$ cat config.mk
export PLATFORM = sky130hd
export DESIGN_NAME = fetch_ctrl
export DESIGN_NICKNAME = d
export VERILOG_FILES = /design/src/rtl/fetch_ctrl_pkg.sv /design/src/rtl/sat_counter.sv /design/src/rtl/fetch_ctrl.sv
export SDC_FILE = /design/constraint.sdc
export NUM_CORES = 1
export LEC_CHECK = 0
export ABC_CLOCK_PERIOD_IN_PS = 4500
export CAP_MARGIN = 25
export CORE_MARGIN = 1.5
export CORE_UTILIZATION = 43
export CTS_CLUSTER_DIAMETER = 100
export DETAILED_ROUTE_END_ITERATION = 8
export PLACE_DENSITY = 0.89
export REMOVE_ABC_BUFFERS = 1
export SYNTH_ARGS = -nofsm -noshare
export SYNTH_HDL_FRONTEND = slang
export SYNTH_HIERARCHICAL = 1
export SYNTH_SLANG_ARGS = --single-unit
$ cat constraint.sdc
create_clock -name clk -period 4.5 [get_ports clk]
set_clock_uncertainty 0.05 [all_clocks]
set_input_delay 0.9 -clock clk [delete_from_list [all_inputs] [get_ports clk]]
set_output_delay 0.9 -clock clk [all_outputs]
set_load 0.02 [all_outputs]
$ cat src/rtl/fetch_ctrl_pkg.sv
// Shared types and default sizes for the fetch sequencer.
package fetch_ctrl_pkg;

    typedef enum logic [1:0] {
        ST_RESTART = 2'd0,
        ST_WAIT    = 2'd1,
        ST_RUN     = 2'd2,
        ST_HALT    = 2'd3
    } state_e;

    localparam int DEF_I_WIDTH   = 12;
    localparam int DEF_A_WIDTH   = 8;
    localparam int DEF_CNT_WIDTH = 16;
    localparam int BOOT_ADDR_D   = 0;

endpackage

$ cat src/rtl/sat_counter.sv
// Saturating up-counter with asynchronous clear.
module sat_counter #(
    parameter int WIDTH = 16
) (
    input  logic             clk,
    input  logic             rst_n,
    input  logic             inc_i,
    output logic [WIDTH-1:0] count_o
);

    logic [WIDTH-1:0] r_count;

    always_ff @(posedge clk or negedge rst_n) begin
        if (!rst_n)
            r_count <= '0;
        else if (inc_i && (r_count != '1))
            r_count <= r_count + 1'b1;
    end

    assign count_o = r_count;

endmodule

$ cat src/rtl/fetch_ctrl.sv
// Sequencer between exec and fetch: boot, redirects, stalls, halt/start;
// filters wrong-path entries so decode sees a clean in-order stream.
module fetch_ctrl
    import fetch_ctrl_pkg::*;
#(
    parameter int I_WIDTH   = DEF_I_WIDTH,
    parameter int A_WIDTH   = DEF_A_WIDTH,
    parameter int BOOT_ADDR = BOOT_ADDR_D,
    parameter int CNT_WIDTH = DEF_CNT_WIDTH
) (
    input  logic                 clk,
    input  logic                 rst_n,
    input  logic                 start_i,
    input  logic [A_WIDTH-1:0]   start_addr_i,
    input  logic                 stall_i,
    input  logic                 branch_i,
    input  logic [A_WIDTH-1:0]   branch_addr_i,
    input  logic                 halt_i,
    output logic                 fetch_deque_o,
    output logic                 fetch_restart_o,
    output logic [A_WIDTH-1:0]   fetch_restart_addr_o,
    input  logic [I_WIDTH-1:0]   fetch_instr_i,
    input  logic [A_WIDTH-1:0]   fetch_addr_i,
    input  logic                 fetch_ready_i,
    output logic                 instr_valid_o,
    output logic [I_WIDTH-1:0]   instr_o,
    output logic [A_WIDTH-1:0]   instr_addr_o,
    output logic                 halted_o,
    output logic [CNT_WIDTH-1:0] issued_count_o
);

    state_e             r_state;
    state_e             w_state_nxt;
    logic [A_WIDTH-1:0] r_target;
    logic [A_WIDTH-1:0] w_target_nxt;
    logic               r_restart;
    logic               w_deque;
    logic               w_valid;
    logic               w_accept;

    always_comb begin
        w_state_nxt  = r_state;
        w_target_nxt = r_target;
        w_deque      = 1'b0;
        w_valid      = 1'b0;
        w_accept     = 1'b0;
        if (r_state == ST_HALT) begin
            if (start_i) begin
                w_state_nxt  = ST_RESTART;
                w_target_nxt = start_addr_i;
            end
        end else if (halt_i) begin
            w_state_nxt = ST_HALT;
        end else if (branch_i) begin
            w_state_nxt  = ST_RESTART;
            w_target_nxt = branch_addr_i;
        end else begin
            case (r_state)
                // Straight out of reset the pulse register is still low, so
                // RESTART holds one extra cycle to issue the boot pulse.
                ST_RESTART: if (r_restart) w_state_nxt = ST_WAIT;
                ST_WAIT: begin
                    if (fetch_ready_i) begin
                        if (fetch_addr_i == r_target) w_state_nxt = ST_RUN;
                        else                          w_deque     = 1'b1;
                    end
                end
                ST_RUN: begin
                    w_valid  = fetch_ready_i;
                    w_deque  = fetch_ready_i & ~stall_i;
                    w_accept = w_deque;
                end
                default: ;
            endcase
        end
    end

    always_ff @(posedge clk or negedge rst_n) begin
        if (!rst_n) begin
            r_state   <= ST_RESTART;
            r_target  <= A_WIDTH'(BOOT_ADDR);
            r_restart <= 1'b0;
        end else begin
            r_state   <= w_state_nxt;
            r_target  <= w_target_nxt;
            r_restart <= (w_state_nxt == ST_RESTART);
        end
    end

    sat_counter #(.WIDTH(CNT_WIDTH)) u_cnt (
        .clk     (clk),
        .rst_n   (rst_n),
        .inc_i   (w_accept),
        .count_o (issued_count_o)
    );

    assign fetch_deque_o        = w_deque;
    assign fetch_restart_o      = r_restart;
    assign fetch_restart_addr_o = r_target;
    assign instr_valid_o        = w_valid;
    assign instr_o              = fetch_instr_i;
    assign instr_addr_o         = fetch_addr_i;
    assign halted_o             = (r_state == ST_HALT);

endmodule

# Word level (Yosys, flattened, before mapping)
# Index checks and enable logic that the tools add are counted.
[classes] add_sub_neg=1 n_mul=0 n_div=0 n_lt_le_gt_ge=0 n_eq_ne=7 n_shift=0 n_mux=26 n_bitwise=2 n_reduce_logical=5
[op_table] cell="8-bit 2-to-1 mux" count=4
[op_table] cell="16-bit by 1-bit adder with 16-bit output (second input constant)" count=1
[op_table] cell="16-bit != test (second input constant)" count=1
[op_table] cell="2-bit 2-to-1 mux" count=7
[op_table] cell="1-bit 2-to-1 mux" count=13
[op_table] cell="8-bit == test" count=1
[op_table] cell="2-bit == test (second input constant)" count=2
[op_table] cell="2-bit zero test" count=2
[op_table] cell="2-bit case mux with 2 select lines" count=1
[op_table] cell="3-bit AND reduction" count=1
[op_table] cell="2-bit by 1-bit == test with 1-bit output (second input constant)" count=1
[op_table] cell="2-bit by 1-bit != test with 1-bit output (second input constant)" count=1
[op_table] cell="2-bit != test (second input constant)" count=1
[op_table] cell="1-bit case mux with 2 select lines" count=1
[op_table] cell="2-bit nonzero test" count=1
[op_table] cell="1-bit AND" count=1
[op_table] cell="1-bit logical AND" count=1
[op_table] cell="1-bit NOT" count=1
[word_totals] register_bits=27 latchBits=0 ram_bits=0 rom_bits=0 inputBits=43 out_inout_bits=48 wordCells=45 mem_count=0

# Depth between registers and ports, before layout
[depth] word_depth=8 mapped_depth=8 ltp_nobuf=8

# Hierarchy
# The synthesis kept the hierarchy.
[by_module_without_submodules] module="fetch_ctrl" n_inst=1 cells_each=103 area_per_inst_um2=927.1 seq_area_each_um2=275.3
[by_module_without_submodules] module="sat_counter" n_inst=1 cells_each=72 area_per_inst_um2=859.6 seq_area_each_um2=400.4

# Worst setup path before layout
# Ideal clock, no wire load.
[synth_timing] path_type="input-to-reg" startpoint="input port stall_i" endpoint="register u_cnt.r_count[14] (netlist: u_cnt/count_o[14])" setup_ps=132 arrival_ps=2520 required_ps=4318 setup_slack_ps=1798 path_stages=6 cell_sequence="nand2b_1 -> nor4b_1 -> nand2_1 -> nor4_4 -> nand4_1 -> xnor2_1"
[synth_between] elab_chain_len=7
[synth_lines] element="start: declaration" line="fetch_ctrl.sv:15" text="input logic stall_i,"
[synth_lines] element="1-bit NOT" line="fetch_ctrl.sv:70" text="w_deque = fetch_ready_i & ~stall_i;"
[synth_lines] element="1-bit AND" line="fetch_ctrl.sv:70"
[synth_lines] element="1-bit 2-to-1 mux" line="fetch_ctrl.sv:58" text="case (r_state)"
[synth_lines] element="1-bit 2-to-1 mux" line="fetch_ctrl.sv:54" text="end else if (branch_i) begin"
[synth_lines] element="1-bit 2-to-1 mux" line="fetch_ctrl.sv:52" text="end else if (halt_i) begin"
[synth_lines] element="1-bit 2-to-1 mux" line="fetch_ctrl.sv:47" text="if (r_state == ST_HALT) begin"
[synth_lines] element="via w_accept" line="fetch_ctrl.sv:39" text="logic w_accept;"
[synth_lines] element="1-bit logical AND" line="sat_counter.sv:16" text="else if (inc_i && (r_count != '1))"
[synth_lines] element="end signal: assignment" line="sat_counter.sv:17" text="r_count <= r_count + 1'b1;"
[synth_lines] element="end: declaration" line="sat_counter.sv:11" text="logic [WIDTH-1:0] r_count;"
# The timed path passes the listed nets, and every way through them passes these cells.
# A chain may end at the register's enable or synchronous reset.

# Final worst setup path
[layout_timing] startpoint="input port fetch_addr_i[6]" endpoint="output port fetch_deque_o"
[layout_between] elab_chain_len=7
[layout_lines] element="start: declaration" line="fetch_ctrl.sv:23" text="input logic [A_WIDTH-1:0] fetch_addr_i,"
[layout_lines] element="8-bit == test" line="fetch_ctrl.sv:64" text="if (fetch_addr_i == r_target) w_state_nxt = ST_RUN;"
[layout_lines] element="1-bit 2-to-1 mux" line="fetch_ctrl.sv:64"
[layout_lines] element="1-bit 2-to-1 mux" line="fetch_ctrl.sv:63" text="if (fetch_ready_i) begin"
[layout_lines] element="1-bit case mux with 2 select lines" line="fetch_ctrl.sv:58"
[layout_lines] element="1-bit 2-to-1 mux" line="fetch_ctrl.sv:54"
[layout_lines] element="1-bit 2-to-1 mux" line="fetch_ctrl.sv:52"
[layout_lines] element="1-bit 2-to-1 mux" line="fetch_ctrl.sv:47"
[layout_lines] element="end: declaration" line="fetch_ctrl.sv:19" text="output logic fetch_deque_o,"
# Every way passes these cells.

==> impl_metrics.yaml <==
clock_network:
  ctsRootBufferMaster: "clkbuf_8"
  cts.path.max_buffers: 2
  clkSlewWorstSetupHoldPaths_ns: 0.09
  holdBufCountCts: 0
  cts.sink_count: 27
  cts.repair.resized: 0
  clk_latency_ns: 0.27
  h-tree-depth: 1
  cts_buffers: 3
  post_cts_buffers: 0
  cts_tree: "done"
sta:
  finalHoldViolations: 0
  fin_crit_sh: 0.7766
  finalMaxSlewViolations: 0
  setup-tns-final_ns: 0
  rsz0062_at_grt: "no"
  worst_pin_slew_ns: 0.5858
  finalCriticalPeriod_ns: 3.495
  max_freq_mhz: 286.2
  setup-violations-final: 0
  relSlewSlack: 0.6082
routing:
  dr_total_vias: 1507
  firstDrtPassIters: 4
  drt_iter0_drc: 73
  ant_nets: 0
  drt_wl_total_um: 4140
  drc: 0
  routed_via_density: 5.480
  wl_per_cell_um: 15.05
setup_path:
  critical_path_required_ns: 3.55
  cp.arrival_ns: 2.54
  rr_worst_depth: 9
  endpoint_kind: "output pin"
  worstSetupPathType: "input port to output pin"
  crit_path_max_fanout: 3
  start_kind: "input port"
power:
  pwr-share-clk: 0.137
  switching_share: 0.3903
  p_leak_nw: 0.9995
  sequentialPowerShare: 0.367
  power_density_nw_per_um2: 411.5
  power.switching_mw: 0.3871
  p_int_mw: 0.6046
  combinationalPowerShare: 0.496
  peakVddDrop_mv: 0.2554
synthesis:
  syn_area_per_cell_um2: 10.21
  synth_edf_count: 0
  yosysWarnings: 6
  synthFlopType: "dfrtp_1"
  yosys.cell_types.count: 44
  synthCells: 175
  ys_seq_area_frac: 0.3782
  syn_area_um2: 1787
  async_flop_share: 1.000
  yosys_register_bits: 27
global_route:
  grt_pass1_wl_um: 6727
  grt_usage: 0.1941
  grt_pass1_vias: 1470
  antenna_found_initial: 0
  grt_max_degree: 18
  overflow: 0
cells_and_area:
  num_antenna_cells: 0
  area_growth_pct: 34.87
  nets: 274
  layout-drive-gt1-share: 0.08444
  post-route-util: 0.6024
floorplanning:
  rows: 23
  die_x_um: 67.46
  initial_core_util: 0.4467
  core-area_um2: 4000
  die_y_um: 67.46
  ios: 91
  fp.dieArea_um2: 4551
job:
  drv_cap: 0
run_status:
  outcome: "complete, no violations"
placed_design:
  place_congestion: 0.8283
  dp_hpwl_um: 3287
  portBuffers: 66
min_path:
  whs_path_depth: 1
  min_path_type: "flop to flop"
-- power by group through the flow --
stage               combinational [mW]  sequential, mW  clock [mW]
finish                           0.492           0.364       0.135
global placement                 0.477           0.367           0
global route                     0.535           0.375       0.148
CTS                              0.496           0.365       0.140
floorplan                        0.231           0.412           0
detailed placement               0.492           0.367           0
-- cell type report --
type,instances,area [um2]
repair buffers,69,683.2
flip-flops and latches,27,675.6
inverters,4,15.01
well taps,50,62.56
fillers,341,1590
multi-input cells,121,928.4
clock buffers,4,45.04
-- kinds of logic (layout without fill, tap and decap cells) --
logic type / after synthesis / count (layout) / synth area share
mux: 9 / 9 / 0.05112
buf+inv: 27 / 77 / 0.1022
flops: 27 / 27 / 0.3782
fa+ha+maj: 5 / 5 / 0.03501
compound gates: 33 / 33 / 0.1233
simple gates: 59 / 59 / 0.2367
xor+xnor: 15 / 15 / 0.07353
-- stage by stage --
step | instances | worst slack (ns) | area [um2] | hold slack (ns) | power, mW
2_1_floorplan | 152 | 1.728 | 1619 | 0.5544 | 0.6431
3_3_place_gp | 271 | 1.041 | 2365 | 0.4717 | 0.8435
3_5_place_dp | 271 | 0.9974 | 2365 | 0.4658 | 0.8593
4_1_cts | 275 | 0.9851 | 2410 | 0.4752 | 1.001
5_1_grt | 275 | 0.9064 | 2410 | 0.5133 | 1.057
6_report | 275 | 1.005 | 2410 | 0.4694 | 0.9917
-- synth_stat cells (2+ instances only) --
master / count / area (um2)
dfrtp_1: 27 / 675.7
buf_4: 21 / 157.7
a21oi_1: 13 / 65.06
xnor2_1: 13 / 113.9
nor2_1: 12 / 45.04
nand4_1: 9 / 56.30
mux2i_1: 8 / 80.08
nand2_1: 7 / 26.28
ha_1: 5 / 62.56
nand3_1: 5 / 25.02
o21a_1: 5 / 37.54
and3_1: 4 / 25.02
inv_1: 4 / 15.01
o21ai_0: 4 / 20.02
a31oi_1: 3 / 18.77
nand2b_1: 3 / 18.77
buf_2: 2 / 10.01
nand4_2: 2 / 25.02
nor4_4: 2 / 42.54
xor2_1: 2 / 17.52
-- path summary, 6_finish.rpt --
| kind | startpoint | to | slack, ns |
|---|---|---|---|
| max in group asynchronous | rst_n | fetch_restart_addr_o[2] | 2.84 |
| max | fetch_addr_i[6] | fetch_deque_o | 1.01 |
| min reg2reg | u_cnt/count_o[15] | u_cnt/count_o[15] | 0.47 |
| min | u_cnt/count_o[15] | u_cnt/count_o[15] | 0.47 |
| min in group asynchronous | rst_n | u_cnt/count_o[5] | 0.94 |
| max reg2reg | r_state[0] | u_cnt/count_o[5] | 1.98 |
-- placed cells by master, fill, tap and decap left out, types with 2 or more instances in the layout --
cell type,n
nand4_1,9
dfrtp_1,27
a31oi_1,3
nand2_1,7
clkdlybuf4s50_1,66
o21ai_0,4
and3_1,4
xor2_1,2
clkbuf_8,3
a21oi_1,13
nand3_1,5
mux2i_1,8
ha_1,5
inv_1,4
nor4_4,2
o21a_1,5
nand4_2,2
buf_4,3
nand2b_1,3
xnor2_1,13
nor2_1,12
-- metal layers --
metal,wire (um),global-route usage,vias up
met2,1989,0.3186,64
li1,-,-,718
met1,1777,0.2416,719
met4,59,0.06122,0
met3,314,0.06167,6
met5,0,0,-
-- state kept, by name, indices dropped and copies added, names as in the netlist --
register and count:
fetch_restart_addr_o 8, r_state 2, fetch_restart_o 1, u_cnt/count_o 16
-- critical path, stage by stage --
cell and delay (ns):
clkdlybuf4s50_1 0.50, xnor2_1 0.14, nand4_1 0.18, o21ai_0 0.20
a21oi_1 0.09, clkdlybuf4s50_1 0.54
No activity file was read; power rests on OpenSTA's default activity.
